File: src/rtl/riscv_pkg.sv
// Shared encodings for the multicycle controller: FSM states, RV opcodes, instruction
// classes, ALU operation codes and the wb_sel / pc_src mux encodings.
package riscv_pkg;

  typedef enum logic [2:0] {
    StFetch  = 3'd0,
    StDecode = 3'd1,
    StExec   = 3'd2,
    StMem    = 3'd3,
    StWb     = 3'd4,
    StTrap   = 3'd5
  } state_e;

  localparam logic [6:0] OpcOp     = 7'b0110011;
  localparam logic [6:0] OpcOpImm  = 7'b0010011;
  localparam logic [6:0] OpcLoad   = 7'b0000011;
  localparam logic [6:0] OpcStore  = 7'b0100011;
  localparam logic [6:0] OpcBranch = 7'b1100011;
  localparam logic [6:0] OpcJal    = 7'b1101111;
  localparam logic [6:0] OpcJalr   = 7'b1100111;
  localparam logic [6:0] OpcLui    = 7'b0110111;
  localparam logic [6:0] OpcAuipc  = 7'b0010111;

  typedef enum logic [3:0] {
    ClsIllegal,
    ClsOp,
    ClsOpImm,
    ClsLoad,
    ClsStore,
    ClsBranch,
    ClsJal,
    ClsJalr,
    ClsLui,
    ClsAuipc
  } op_class_e;

  localparam logic [1:0] WbAlu = 2'd0;
  localparam logic [1:0] WbMem = 2'd1;
  localparam logic [1:0] WbPc4 = 2'd2;
  localparam logic [1:0] WbImm = 2'd3;

  localparam logic [1:0] PcPlus4 = 2'd0;
  localparam logic [1:0] PcImm   = 2'd1;
  localparam logic [1:0] PcAlu   = 2'd2;

  // Native ALU code width; the top zero-extends to ALU_CTRL_BITS.
  localparam int unsigned AluCodeWidth = 4;
  typedef logic [AluCodeWidth-1:0] alu_op_t;

  localparam alu_op_t AluAdd  = 4'd0;
  localparam alu_op_t AluSub  = 4'd1;
  localparam alu_op_t AluSll  = 4'd2;
  localparam alu_op_t AluSlt  = 4'd3;
  localparam alu_op_t AluSltu = 4'd4;
  localparam alu_op_t AluXor  = 4'd5;
  localparam alu_op_t AluSrl  = 4'd6;
  localparam alu_op_t AluSra  = 4'd7;
  localparam alu_op_t AluOr   = 4'd8;
  localparam alu_op_t AluAnd  = 4'd9;
  localparam alu_op_t AluBeq  = 4'd10;
  localparam alu_op_t AluBne  = 4'd11;
  localparam alu_op_t AluBlt  = 4'd12;
  localparam alu_op_t AluBge  = 4'd13;
  localparam alu_op_t AluBltu = 4'd14;
  localparam alu_op_t AluBgeu = 4'd15;

  // alt selects SUB for funct3=000 and SRA for funct3=101.
  function automatic alu_op_t alu_from_funct3(logic [2:0] funct3, logic alt);
    alu_op_t op;
    unique case (funct3)
      3'b000:  op = alt ? AluSub : AluAdd;
      3'b001:  op = AluSll;
      3'b010:  op = AluSlt;
      3'b011:  op = AluSltu;
      3'b100:  op = AluXor;
      3'b101:  op = alt ? AluSra : AluSrl;
      3'b110:  op = AluOr;
      default: op = AluAnd;
    endcase
    return op;
  endfunction

  function automatic logic r_type_legal(logic [6:0] funct7, logic [2:0] funct3);
    return (funct7 == 7'h00) ||
           ((funct7 == 7'h20) && ((funct3 == 3'b000) || (funct3 == 3'b101)));
  endfunction

endpackage

File: src/rtl/control_unit.sv
// Combinational instruction decode: instruction class, ALU operation and load/store
// sign/width, all taken straight from the instruction register.
module control_unit
  import riscv_pkg::*;
(
  input  logic [31:0] instr,
  output op_class_e   op_class,
  output alu_op_t     alu_op,
  output logic        mem_sign,
  output logic [1:0]  mem_width
);

  logic [6:0] opcode;
  logic [2:0] funct3;
  logic [6:0] funct7;
  logic       unused_instr_bits;

  assign opcode = instr[6:0];
  assign funct3 = instr[14:12];
  assign funct7 = instr[31:25];

  // Register specifiers and immediates are routed elsewhere in the datapath.
  assign unused_instr_bits = ^{instr[24:15], instr[11:7]};

  assign mem_sign  = funct3[2];
  assign mem_width = funct3[1:0];

  always_comb begin
    op_class = ClsIllegal;
    alu_op   = AluAdd;
    case (opcode)
      OpcOp: begin
        op_class = r_type_legal(funct7, funct3) ? ClsOp : ClsIllegal;
        alu_op   = alu_from_funct3(funct3, instr[30]);
      end
      OpcOpImm: begin
        op_class = ClsOpImm;
        // Only shifts use bit 30; for ADDI it is just immediate data.
        alu_op   = alu_from_funct3(funct3, (funct3 == 3'b101) && instr[30]);
      end
      OpcLoad:  op_class = ClsLoad;
      OpcStore: op_class = ClsStore;
      OpcBranch: begin
        op_class = ClsBranch;
        case (funct3)
          3'b000:  alu_op = AluBeq;
          3'b001:  alu_op = AluBne;
          3'b100:  alu_op = AluBlt;
          3'b101:  alu_op = AluBge;
          3'b110:  alu_op = AluBltu;
          3'b111:  alu_op = AluBgeu;
          default: alu_op = AluAdd;
        endcase
      end
      OpcJal:   op_class = ClsJal;
      OpcJalr:  op_class = ClsJalr;
      OpcLui:   op_class = ClsLui;
      OpcAuipc: op_class = ClsAuipc;
      default:  op_class = ClsIllegal;
    endcase
  end

endmodule

File: src/rtl/multicycle_ctrl.sv
// Multicycle RV control FSM: FETCH/DECODE/EXEC/MEM/WB with a sticky TRAP state and a
// retired-instruction counter that advances on every PC update.
module multicycle_ctrl
  import riscv_pkg::*;
#(
  parameter int unsigned REG_WIDTH     = 64,
  parameter int unsigned ALU_CTRL_BITS = 5
) (
  input  logic                     clk,
  input  logic                     rst,
  input  logic [31:0]              instr,
  input  logic                     imem_ack,
  input  logic                     dmem_ack,
  input  logic                     branch_taken,
  output logic                     imem_req,
  output logic                     ir_write,
  output logic                     dmem_req,
  output logic                     dmem_we,
  output logic                     mem_sign,
  output logic [1:0]               mem_width,
  output logic [ALU_CTRL_BITS-1:0] alu_ctrl,
  output logic                     alu_a_sel,
  output logic                     rf_we,
  output logic [1:0]               wb_sel,
  output logic                     pc_write,
  output logic [1:0]               pc_src,
  output logic [REG_WIDTH-1:0]     instret,
  output logic                     halted
);

  state_e                 state_q, state_d;
  logic [REG_WIDTH-1:0]   instret_q;
  op_class_e              op_class;
  alu_op_t                alu_op;
  logic                   in_instr;

  control_unit u_control_unit (
    .instr     (instr),
    .op_class  (op_class),
    .alu_op    (alu_op),
    .mem_sign  (mem_sign),
    .mem_width (mem_width)
  );

  always_ff @(posedge clk) begin
    if (rst) begin
      state_q   <= StFetch;
      instret_q <= '0;
    end else begin
      state_q <= state_d;
      if (pc_write) begin
        instret_q <= instret_q + REG_WIDTH'(1);
      end
    end
  end

  assign instret = instret_q;

  // All enables are gated by rst so an outstanding request drops in the reset cycle.
  always_comb begin
    state_d   = state_q;
    imem_req  = 1'b0;
    ir_write  = 1'b0;
    dmem_req  = 1'b0;
    dmem_we   = 1'b0;
    rf_we     = 1'b0;
    wb_sel    = WbAlu;
    pc_write  = 1'b0;
    pc_src    = PcPlus4;
    halted    = 1'b0;
    in_instr  = 1'b0;
    if (!rst) begin
      unique case (state_q)
        StFetch: begin
          imem_req = 1'b1;
          if (imem_ack) begin
            ir_write = 1'b1;
            state_d  = StDecode;
          end
        end
        StDecode: begin
          in_instr = 1'b1;
          state_d  = (op_class == ClsIllegal) ? StTrap : StExec;
        end
        StExec: begin
          in_instr = 1'b1;
          case (op_class)
            ClsLoad, ClsStore: state_d = StMem;
            ClsBranch: begin
              pc_write = 1'b1;
              pc_src   = branch_taken ? PcImm : PcPlus4;
              state_d  = StFetch;
            end
            default: state_d = StWb;
          endcase
        end
        StMem: begin
          in_instr = 1'b1;
          dmem_req = 1'b1;
          dmem_we  = (op_class == ClsStore);
          if (dmem_ack) begin
            if (op_class == ClsStore) begin
              pc_write = 1'b1;
              pc_src   = PcPlus4;
              state_d  = StFetch;
            end else begin
              state_d = StWb;
            end
          end
        end
        StWb: begin
          in_instr = 1'b1;
          rf_we    = 1'b1;
          pc_write = 1'b1;
          state_d  = StFetch;
          case (op_class)
            ClsLoad: wb_sel = WbMem;
            ClsLui:  wb_sel = WbImm;
            ClsJal: begin
              wb_sel = WbPc4;
              pc_src = PcImm;
            end
            ClsJalr: begin
              wb_sel = WbPc4;
              pc_src = PcAlu;
            end
            default: wb_sel = WbAlu;
          endcase
        end
        StTrap: halted = 1'b1;
        default: state_d = StFetch;
      endcase
    end
  end

  always_comb begin
    alu_ctrl  = '0;
    alu_a_sel = 1'b0;
    if (in_instr) begin
      alu_ctrl  = ALU_CTRL_BITS'(alu_op);
      alu_a_sel = (op_class == ClsAuipc);
    end
  end

endmodule

File: config.mk
export PLATFORM = sky130hd
export DESIGN_NAME = multicycle_ctrl
export DESIGN_NICKNAME = d
export VERILOG_FILES = /design/src/rtl/riscv_pkg.sv /design/src/rtl/control_unit.sv /design/src/rtl/multicycle_ctrl.sv
export SDC_FILE = /design/constraint.sdc
export NUM_CORES = 1
export LEC_CHECK = 0
export CAP_MARGIN = 25
export CORE_MARGIN = 2
export CORE_UTILIZATION = 45
export DETAILED_ROUTE_END_ITERATION = 6
export GPL_ROUTABILITY_DRIVEN = 0
export HOLD_SLACK_MARGIN = 0.15
export PLACE_DENSITY = 0.77
export SLEW_MARGIN = 40
export SYNTH_ARGS = -nofsm -noshare
export SYNTH_HDL_FRONTEND = slang
export SYNTH_HIERARCHICAL = 1
export SYNTH_SLANG_ARGS = --single-unit
File: constraint.sdc
create_clock -name clk -period 4.9 [get_ports clk]
set_input_delay 0.98 -clock clk [delete_from_list [all_inputs] [get_ports clk]]
set_output_delay 0.98 -clock clk [all_outputs]
set_load 0.005 [all_outputs]
; ---- After elaboration in Yosys (flattened, before gate mapping)
; Index checks and enable logic that the tools add are counted.
[word_totals]
output_inout_bits = 84
ff_bits = 67
elab_cells = 93
[op_classes]
muxes = 46
reduce_logical = 12
bitwise_logic = 1
eq_ne = 31
add_sub_neg = 1
[op_table]
columns = operator, n
row1 = "64-bit by 1-bit adder with 64-bit output, second input constant", 1
row2 = 4-bit case mux with 7 select lines, 2
row3 = 4-bit case mux with 9 select lines, 1
row4 = "7-bit by 6-bit equality test with 1-bit output, second input constant", 4
row5 = 1-bit two-way mux, 27
row6 = 4-bit case mux with 6 select lines, 1
row7 = "7-bit equality test, second input constant", 3
row8 = "3-bit equality test, second input constant", 6
row9 = "4-bit by 3-bit equality test with 1-bit output, second input constant", 4
row10 = 3-bit case mux with 5 select lines, 1
row11 = "7-bit by 5-bit equality test with 1-bit output, second input constant", 2
row12 = "3-bit by 2-bit equality test with 1-bit output, second input constant", 4
row13 = 3-bit two-way mux, 4
row14 = 4-bit case mux with 3 select lines, 1
row15 = "4-bit equality test, second input constant", 2
row16 = 2-bit case mux with 2 select lines, 2
row17 = "7-bit by 2-bit equality test with 1-bit output, second input constant", 1
row18 = 7-bit logical NOT, 1
row19 = "3-bit by 1-bit equality test with 1-bit output, second input constant", 2
row20 = 3-bit logical NOT, 2
row21 = 2-bit two-way mux, 3
row22 = 2-bit case mux with 3 select lines, 1
row23 = 3-bit case mux with 2 select lines, 1
row24 = "4-bit by 2-bit equality test with 1-bit output, second input constant", 1
row25 = other kinds (10), 14

; ---- Depth between registers and ports, before layout
; Gate-level depths: netlist (run 1).
[depth]
word_depth = 11
depth_mapped = 12

; ---- Modules after synthesis
; The synthesis (run 1) kept the hierarchy.
[modules_own_cells]
columns = module, n_inst, area_each_um2, cells_each
row1 = multicycle_ctrl, 1, 3757.4, 470
row2 = control_unit, 1, 302.8, 51

; ---- Worst setup path after synthesis (run 1)
; No wires, ideal clock.
[synth_timing]
path_kind = input port to output port
start = input instr[12]
end = output pc_write
t_arrival_ns = 2.990
path_stages = 8
t_required_ns = 3.920
slack_ns = 0.930
path_buffers = 1
path_cell_list = clkbuf_1 xor2_1 o21ai_0 a311oi_1 a211oi_1 nand2b_1 a211o_1 a21oi_1
[synth_via]
elab_chain_cells = 11
[synth_rtl]
columns = element, line
row1 = start: declaration, multicycle_ctrl.sv:11  ; input logic [31:0] instr,
row2 = 3-bit equality test or 3-bit logical NOT (tied branches), riscv_pkg.sv:85  ; ((funct7 == 7'h20) && ((funct3 == 3'b000) || (funct3 == 3'b101)));
row3 = 1-bit logical OR (*), riscv_pkg.sv:85
row4 = 1-bit logical AND (*), riscv_pkg.sv:85
row5 = 1-bit logical OR (*), riscv_pkg.sv:84  ; return (funct7 == 7'h00) ||
row6 = 1-bit two-way mux (*), control_unit.sv:33  ; op_class = r_type_legal(funct7, funct3) ? ClsOp : ClsIllegal;
row7 = 4-bit case mux with 9 select lines (*), control_unit.sv:31  ; case (opcode)
row8 = via op_class[0], multicycle_ctrl.sv:33  ; op_class_e op_class;
row9 = 4-bit by 3-bit equality test with 1-bit output, multicycle_ctrl.sv:102  ; if (op_class == ClsStore) begin
row10 = 1-bit two-way mux, multicycle_ctrl.sv:102
row11 = 1-bit two-way mux, multicycle_ctrl.sv:101  ; if (dmem_ack) begin
row12 = 1-bit case mux with 3 select lines (*), multicycle_ctrl.sv:73  ; unique case (state_q)
row13 = 1-bit two-way mux (*), multicycle_ctrl.sv:72  ; if (!rst) begin
row14 = end: declaration, multicycle_ctrl.sv:25  ; output logic pc_write,
; The timed path passes the listed nets; every way through them passes the cells marked *.

; ---- Final worst setup path (run 1)
[layout_timing]
start = input instr[14]
end = output pc_src[0]
[layout_via]
elab_chain_cells = 10
[layout_rtl]
columns = element, line
row1 = 3-bit equality test or 3-bit logical NOT (tied branches), riscv_pkg.sv:85
row2 = 1-bit logical OR (*), riscv_pkg.sv:85
row3 = 1-bit logical AND (*), riscv_pkg.sv:85
row4 = 1-bit logical OR (*), riscv_pkg.sv:84
row5 = 1-bit two-way mux (*), control_unit.sv:33
row6 = 4-bit case mux with 9 select lines (*), control_unit.sv:31
row7 = via op_class[0], multicycle_ctrl.sv:33
row8 = 4-bit by 3-bit equality test with 1-bit output (on tied branches), "multicycle_ctrl.sv:116, multicycle_ctrl.sv:87"
row9 = 2-bit case mux with 2 select lines or 1-bit two-way mux (tied branches), "multicycle_ctrl.sv:116, multicycle_ctrl.sv:87"
row10 = 2-bit case mux with 2 select lines (*), multicycle_ctrl.sv:73
row11 = 2-bit two-way mux (*), multicycle_ctrl.sv:72
row12 = end: declaration, multicycle_ctrl.sv:26  ; output logic [1:0] pc_src,
; Marks and branches as above.

==> results.md, run 1 <==
- Pre-CTS setup slack: 0.235 ns
- Setup Fix Bufs, Post-CTS: 0
- ANT nets after route: 0
- Clock buffer depth: 2
- FMAX: between 200 and 250 MHz
- Type of the worst setup path: in -> out
- Nature of the critical path endpoint: output pin
- Mean cell area of the mapped netlist: a little under 8 um^2
- Max-cap violations: 0
- Final net count: 661
- Overflow left after global routing: 0
- Synth Warn #: 6
- Share of the synthesized area in the top cell type: between 30 and 40%
- Part of the power in registers: about half
- Element type at the critical path start: input pin
- Depth of the CTS H-tree: 3
- Setup repair after global routing missed its margin: no
- Die outline height: approximately 99 um
- Length of the first detailed-routing pass in iterations: 5
- Pin count of the biggest net entering global routing: 46
- Via count of the first global-routing pass: approximately 4000
- Prevailing post-synth register cell: sky130_fd_sc_hd__dfxtp_1
- Post-route design area: between 5000 and 6000 um^2
- Most common cell in the synthesized netlist: sky130_fd_sc_hd__dfxtp_1
- Global-route wire length before repair: ~18000 um
- Number of failing hold endpoints at the final stage: 0
- First-iteration detailed-routing DRC count: approximately 200
- Final-layout fill cell count: approximately 760
- Instance area at placement: 5220 um^2
- Ratio of final minimum period to clock period: between 90% and 100%
- Detailed-route vias per instance: roughly 5.9
- Clock period minus worst slack: roughly 4.7 ns
- Total standard cell area after synthesis: around 4100 um^2
- Top cell type by total area after synthesis: sky130_fd_sc_hd__dfxtp_1
- Arrival time reported for the critical path endpoint: 3.70 ns
- PostCTS Resize Cnt: 0
- Layout cell share with drive strength beyond 1: under 10%
- Cell Pwr Density: slightly above 200 nW/um^2
- Post-synthesis register bit count: 67
- Relative max-transition margin: between 50% and 60%
- Cell variety after synth: 65
- Largest cells by area after synthesis: sky130_fd_sc_hd__dfxtp_1 (33%), sky130_fd_sc_hd__a21oi_1 (5.7%), sky130_fd_sc_hd__o21ai_0 (4.6%), sky130_fd_sc_hd__nor2_1 (4.1%), sky130_fd_sc_hd__nand2_1 (3.9%)
- Relative contribution of combinational cells to total power: between 8 and 9%
- Final HPWL DP: between 7000 and 8000 um
- Total GRT Usage: between 20% and 30%
- Final sum of negative setup slack: 0 ns
- Remaining design rule violation count: 0
- Horizontal die dimension: 99.0 um
- Power share of the clock group: 41.6%
- Max-slew violation count: 0
- Clock-pin slew on the worst setup and hold paths: around 0.080 ns
- Required arrival time at the worst endpoint: between 3 and 4 ns
- Count of antenna diodes in the layout: 0
- Clock insertion delay at the later pin of the skew report: ~0.34 ns
- Starting Density: between 40% and 50%
- Number of core rows: 34
- Final clock skew: 0.00954 ns
- Placeable core region: slightly below 9000 um^2
- Synthesized instance count: about 520
- Combined flip-flop and latch cell area: around 1300 um^2
- Final Setup Violations: 0
- Wire length after detailed routing: 11100 um
- Worst setup slack after layout: between 0.2 and 0.25 ns
- Top post-synthesis cells by count: sky130_fd_sc_hd__dfxtp_1 (67), sky130_fd_sc_hd__a21oi_1 (46), sky130_fd_sc_hd__nor2_1 (44), sky130_fd_sc_hd__nand2_1 (42), sky130_fd_sc_hd__o21ai_0 (37)
- Fraction of power spent switching nets: 23.6%
- Worst hold path class: reg -> reg
- Root Buffer: sky130_fd_sc_hd__clkbuf_8
- Via total after detailed routing: roughly 4300
- Total Die Area: 9800 um^2
- Slew at the pin with the worst max-slew slack: roughly 0.67 ns
- Async set or reset register ratio after synthesis: 0%
- Cell Int Power: between 800 and 900 uW
- Mapped Nets: ~560
- Outcome: complete, no violations
- Total I/O pin count: between 100 and 150
- Area used by multi-input combinational logic: approximately 2500 um^2
- Sequential fraction of the synthesis area: between 30% and 40%
- Hold Buf Count CTS: 0
- Static Leakage: roughly 1.7 nW
- Initial antenna violation count: 0
- Signed area change from the synthesized netlist to the final layout: 33.8%
- CTS tree: yes
- IR Drop Worst-Case VDD: 0.128 mV
- Number of input and output port buffers inserted: 104
- Switch Pwr: between 200 and 300 uW
- EDFF count, synth: 0
- Crit path max fanout: 8
- Avg WL per Cell: between 15 and 20 um
- Total clock sinks: between 60 and 70
- Total CTS buffers: 9
## cell families (layout without fill, tap and decap cells)
group	count (synthesis)	after routing	synth area share (%)
AND/OR/NAND/NOR	251	251	34.8
AO/OA/AOI/OAI	131	131	20.9
flip-flops	67	67	33.0
buffers and inverters	43	149	4.68
XOR/XNOR	20	20	4.31
multiplexers	7	7	1.91
adder cells (fa/ha/maj)	1	1	0.308
other	1	1	0.0924
## final cells by class
cell class                 count  area share [%]
clock buffer                  11            2.79
tap                          108            2.49
clock inverter                 4           0.921
inverter                      15            1.13
timing repair buffer         119            21.1
multi-input combinational    411            46.8
sequential                    67            24.7
## worst max-delay path: stages
cell,delay [ns]
sky130_fd_sc_hd__clkdlybuf4s50_1,0.55
sky130_fd_sc_hd__xor2_1,0.24
sky130_fd_sc_hd__o21ai_0,0.17
sky130_fd_sc_hd__a311oi_1,0.12
sky130_fd_sc_hd__a211oi_1,0.32
sky130_fd_sc_hd__nand2b_1,0.20
sky130_fd_sc_hd__o32a_1,0.32
sky130_fd_sc_hd__nor4_1,0.24
sky130_fd_sc_hd__clkdlybuf4s50_1,0.56
## power by group through the flow
stage	registers, mW	clock network (mW)	logic, mW
3_3_place_gp	0.567	0	0.0925
5_1_grt	0.556	0.496	0.105
2_1_floorplan	0.562	0	0.0569
6_report	0.555	0.463	0.0952
3_5_place_dp	0.567	0	0.0944
4_1_cts	0.554	0.473	0.0949
## cell usage in the layout (no fill, tap or decap), types with 7 or more instances in the layout
cell / Yosys / layout
sky130_fd_sc_hd__nand4_1: 22 / 22
sky130_fd_sc_hd__nand2b_1: 8 / 8
sky130_fd_sc_hd__nor4_1: 11 / 11
sky130_fd_sc_hd__inv_1: 14 / 14
sky130_fd_sc_hd__clkdlybuf4s50_1: 0 / 103
sky130_fd_sc_hd__xnor2_1: 15 / 15
sky130_fd_sc_hd__nor2_1: 44 / 44
sky130_fd_sc_hd__a21oi_1: 46 / 46
sky130_fd_sc_hd__and2_1: 7 / 7
sky130_fd_sc_hd__dfxtp_1: 67 / 67
sky130_fd_sc_hd__o31ai_1: 7 / 7
sky130_fd_sc_hd__nand3b_1: 7 / 7
sky130_fd_sc_hd__clkbuf_8: 0 / 11
sky130_fd_sc_hd__nand3_1: 22 / 22
sky130_fd_sc_hd__or3_1: 22 / 22
sky130_fd_sc_hd__nand2_1: 42 / 42
sky130_fd_sc_hd__nor2b_1: 13 / 13
sky130_fd_sc_hd__nor3_1: 8 / 8
sky130_fd_sc_hd__a211oi_1: 8 / 8
sky130_fd_sc_hd__o21ai_0: 37 / 37
sky130_fd_sc_hd__or4_1: 14 / 14
sky130_fd_sc_hd__and3_1: 9 / 9
sky130_fd_sc_hd__buf_4: 4 / 15
sky130_fd_sc_hd__a2111oi_0: 8 / 7
## worst paths after layout
check | slack [ns] | cells after the start | from | endpoint
max | 0.22 | 9 | instr[14] | pc_src[0]
min | 0.50 | 2 | instret[63] | instret[63]
max reg2reg | 2.23 | 7 | state_q[1] | instret[54]
min reg2reg | 0.50 | 2 | instret[63] | instret[63]
## per-layer routing
layer / vias to the layer above / part of all wire [%] / global-route usage, %
li1: 2147 / - / -
met4: 0 / 0.93 / 8.32
met3: 9 / 7.0 / 5.32
met5: - / 0 / 0
met2: 138 / 46 / 34.9
met1: 2025 / 46 / 30.3
## registers in the layout, summed over array words and instances, names as in the netlist
signal,count
state_q,3
instret,64
## stage by stage
step           utilization [%]  hold WS, ns  power (mW)  instances
2_1_floorplan                -        0.479       0.619        521
3_3_place_gp              59.8        0.474       0.659        720
3_5_place_dp              59.8        0.483       0.661        720
4_1_cts                   62.1        0.495        1.12        735
5_1_grt                   62.3        0.524        1.16        735
6_report                  62.3        0.498        1.11        735
Note: power is estimated with default switching activity, not from simulation.
==> run 2: changes to the inputs <==
--- a/config.mk
+++ b/config.mk
@@ -6,12 +6,15 @@
 export NUM_CORES = 1
 export LEC_CHECK = 0
 export CAP_MARGIN = 25
+export CELL_PAD_IN_SITES_DETAIL_PLACEMENT = 2
+export CELL_PAD_IN_SITES_GLOBAL_PLACEMENT = 2
 export CORE_MARGIN = 2
-export CORE_UTILIZATION = 45
+export CORE_UTILIZATION = 24
 export DETAILED_ROUTE_END_ITERATION = 6
 export GPL_ROUTABILITY_DRIVEN = 0
+export GPL_TIMING_DRIVEN = 0
 export HOLD_SLACK_MARGIN = 0.15
-export PLACE_DENSITY = 0.77
+export PLACE_DENSITY_LB_ADDON = 0.1
 export SLEW_MARGIN = 40
 export SYNTH_ARGS = -nofsm -noshare
 export SYNTH_HDL_FRONTEND = slang
==> constraint.sdc (replaced) <==
create_clock -name clk -period 3.8 [get_ports clk]
set_input_delay 0.76 -clock clk [delete_from_list [all_inputs] [get_ports clk]]
set_output_delay 0.76 -clock clk [all_outputs]
set_load 0.005 [all_outputs]
==> run 2 against run 1 <==
Routed wire length grew 42%. Non-clock buffer count grew 21. Sequential power is 29% higher. Global-route usage is 5.0 points lower. Utilization fell by 27 points. Die area increased by 83%. Sequential share of layout area down 1.7 points. Clock skew barely moved. Combinational power up 62%. Sequential cell count unchanged. Largest power group is now clock. Highest routed layer unchanged.
==> results.md, run 2 (same netlist as run 1, synthesis figures left out) <==
- Outcome: complete, no violations
- IR Drop Worst-Case VDD: 0.148 mV (+16%)
- Combined flip-flop and latch cell area: 1340 um^2 (unchanged)
- Required arrival time at the worst endpoint: 3.04 ns (-0.88 ns)
- Commonest non-fill, non-tap cells in the layout: sky130_fd_sc_hd__clkdlybuf4s50_1 (89), sky130_fd_sc_hd__dfxtp_1 (67), sky130_fd_sc_hd__a21oi_1 (44)
- Number of input and output port buffers inserted: 102 (-1.9%)
- Remaining design rule violation count: 0 (unchanged)
- Crit path max fanout: 5 (-3)
- Element type at the critical path start: input pin
- Total CTS buffers: 9 (unchanged)
- Nature of the critical path endpoint: output pin
- Layout cell share with drive strength beyond 1: 12.0% (+3.7 points)
- Pin count of the biggest net entering global routing: 20 (-57%)
- Pre-CTS setup slack: -1.60 ns (-1.83 ns)
- Max-cap violations: 0 (unchanged)
- Hold Path Sink: instret[28]
- Total I/O pin count: 121 (unchanged)
- Overflow left after global routing: 0 (unchanged)
- CTS tree: yes
- Die outline height: 134 um (+35%)
- CP cell instances: clkdlybuf4s50_1 > o21ai_0 > a311oi_2 > a211oi_2 > buf_4 > buf_4 > or2_2 > nor4_1 > dlygate4sd2_1
- Clock-pin slew on the worst setup and hold paths: 0.06 ns (-0.02 ns)
- Final HPWL DP: 11900 um (+49%)
- Number of failing hold endpoints at the final stage: 0 (unchanged)
- Instance area at placement: 5360 um^2 (+2.7%)
- Commonest non-fill, non-tap cell in the layout: sky130_fd_sc_hd__clkdlybuf4s50_1
- Min-Delay Path Depth: 2 (unchanged)
- Worst setup slack after layout: 0.124 ns (-0.0910 ns)
- Total Die Area: 18000 um^2 (+83%)
- Signed area change from the synthesized netlist to the final layout: 43.9%
- Worst flop-to-flop path startpoint: instret[33]
- Worst hold path class: reg -> reg
- Total GRT Usage: 17.4% (-5.0 points)
- Via count of the first global-routing pass: 4786 (+20%)
- Flop-to-flop setup slack: 1.22 ns (-1.01 ns)
- Global-route wire length before repair: 25100 um (+36%)
- Number of core rows: 47 (+38%)
- Cells on worst reg2reg path: 5 (-2)
- Wire length after detailed routing: 15800 um (+42%)
- Depth of the CTS H-tree: 3 (unchanged)
- Placeable core region: 16600 um^2 (+90%)
- Slew at the pin with the worst max-slew slack: 0.803 ns (+0.131 ns)
- Worst path slowest cell: sky130_fd_sc_hd__clkdlybuf4s50_1
- Count of antenna diodes in the layout: 0 (unchanged)
- Avg WL per Cell: 18.2 um (+20%)
- Final-layout fill cell count: 1936 (+160%)
- Critical path's most frequent cell: sky130_fd_sc_hd__buf_4
- Ratio of final minimum period to clock period: roughly 97%
- Total clock sinks: 67 (unchanged)
- Kind of cell with the highest combined delay on the critical path: buffers and inverters
- Starting Density: 24.5% (-22 points)
- Via total after detailed routing: 4530 (+4.9%)
- Clock period minus worst slack: ~3.7 ns
- Area used by multi-input combinational logic: 2670 um^2 (+4.8%)
- Clock buffer depth: 2 (unchanged)
- Fin util: 35.2% (-27 points)
- Type of the worst setup path: in -> out
- Final net count: 682 (+3.2%)
- First-iteration detailed-routing DRC count: 129 (-34%)
- Final Setup Violations: 0 (unchanged)
- Detailed-route vias per instance: 5.21 (-11%)
- Largest register FFs: 64 (unchanged)
- FMAX: about 270 MHz
- ANT nets after route: 0 (unchanged)
- Min-delay src: instret[28]
- Length of the first detailed-routing pass in iterations: 4 (-1)
- Root Buffer: sky130_fd_sc_hd__clkbuf_16
- Buffers plus inverters on the worst setup path: 4 (+2)
- Relative max-transition margin: 46.0% (-8.8 points)
- Cell Pwr Density: 282 nW/um^2 (+38%)
- Stage delay of the slowest cell on the critical path: 0.50 ns (-0.06 ns)
- Hold Buf Count CTS: 0 (unchanged)
- Arrival time reported for the critical path endpoint: 2.92 ns (-0.78 ns)
- Static Leakage: 1.79 nW (+7.9%)
- Final clock skew: 0.00956 ns (+0.0000151 ns)
- Post-route design area: 5840 um^2 (+7.5%)
- Initial antenna violation count: 0 (unchanged)
- Terminus of the critical flop-to-flop path: instret[57]
- Origin of the worst setup path: instr[30]
- Max-slew violation count: 0 (unchanged)
- Horizontal die dimension: 134 um (+35%)
- Final sum of negative setup slack: 0 ns (unchanged)
- Clock insertion delay at the later pin of the skew report: 0.34 ns (about the same)
## run 2: changes by cell type in the layout (fill, tap and decap cells not counted), sizes merged
cell	before	now
clkinv	2	4
clkdlybuf4s50	103	89
dlygate4sd2	0	7
clkbuf	11	33
dlymetal6s2s	0	2
clkinvlp	2	1
bufinv	1	0
clkdlybuf4s15	0	1
buf	16	20
## run 2: worst min-delay path: stages (launching register included)
cell                      delay (ns)
sky130_fd_sc_hd__dfxtp_1        0.33
sky130_fd_sc_hd__o31ai_1        0.07
sky130_fd_sc_hd__a21oi_1        0.06
## run 2: repair_timing
item,CTS,global route
resized for setup,39,23
setup endpoints to repair,74,17
cloned,0,0
buffers inserted,7,5
pin swaps,6,7
## run 2: per-stage QoR
stage	total power [mW]	hold slack, ns	instances
6_report	1.65	0.503	869
5_1_grt	1.72	0.532	869
4_1_cts	1.67	0.507	865
3_5_place_dp	0.865	0.496	843
3_3_place_gp	0.861	0.486	843
2_1_floorplan	0.799	0.479	521
## run 2: routing by layer
| layer | wire [um] | global-route usage, % | vias up |
|---|---|---|---|
| met5 | 0 | 0 | - |
| met4 | 216 | 5.61 | 0 |
| met3 | 461 | 2.80 | 15 |
| met2 | 7640 | 29.5 | 86 |
| met1 | 7510 | 22.6 | 2241 |
| li1 | - | - | 2188 |
## run 2: how the worst max path moves through the flow
stage	endpoint	slack, ns	cells after the start
floorplan	pc_write	0.27	8
global placement	pc_write	-1.51	9
detailed placement	pc_write	-1.60	9
CTS	pc_write	0.0007	8
global route	dmem_we	-0.005	10
finish	dmem_we	0.12	9
## run 2: where the power goes
part           switching [mW]  internal, mW  leakage [nW]
clock network           0.323         0.458         0.133
logic                  0.0899        0.0641          1.12
registers             0.00788         0.706         0.540
total                   0.421          1.23          1.79
## run 2: area by class of cell
cell class | count | area share, %
Multi-Input combinational cell | 411 | 45.6
Sequential cell | 67 | 23.0
Timing Repair Buffer | 113 | 18.6
Tap cell | 220 | 4.71
Clock buffer | 12 | 4.22
Buffer | 27 | 2.33
Inverter | 15 | 1.05
Clock inverter | 4 | 0.450
==> run 3: changes to the inputs <==
--- a/config.mk
+++ b/config.mk
@@ -10,6 +10,7 @@
 export CELL_PAD_IN_SITES_GLOBAL_PLACEMENT = 2
 export CORE_MARGIN = 2
 export CORE_UTILIZATION = 24
+export CTS_CLUSTER_SIZE = 10
 export DETAILED_ROUTE_END_ITERATION = 6
 export GPL_ROUTABILITY_DRIVEN = 0
 export GPL_TIMING_DRIVEN = 0
==> results of run 3 <==
Final layout, timing and power as in run 2 (identical DEF).
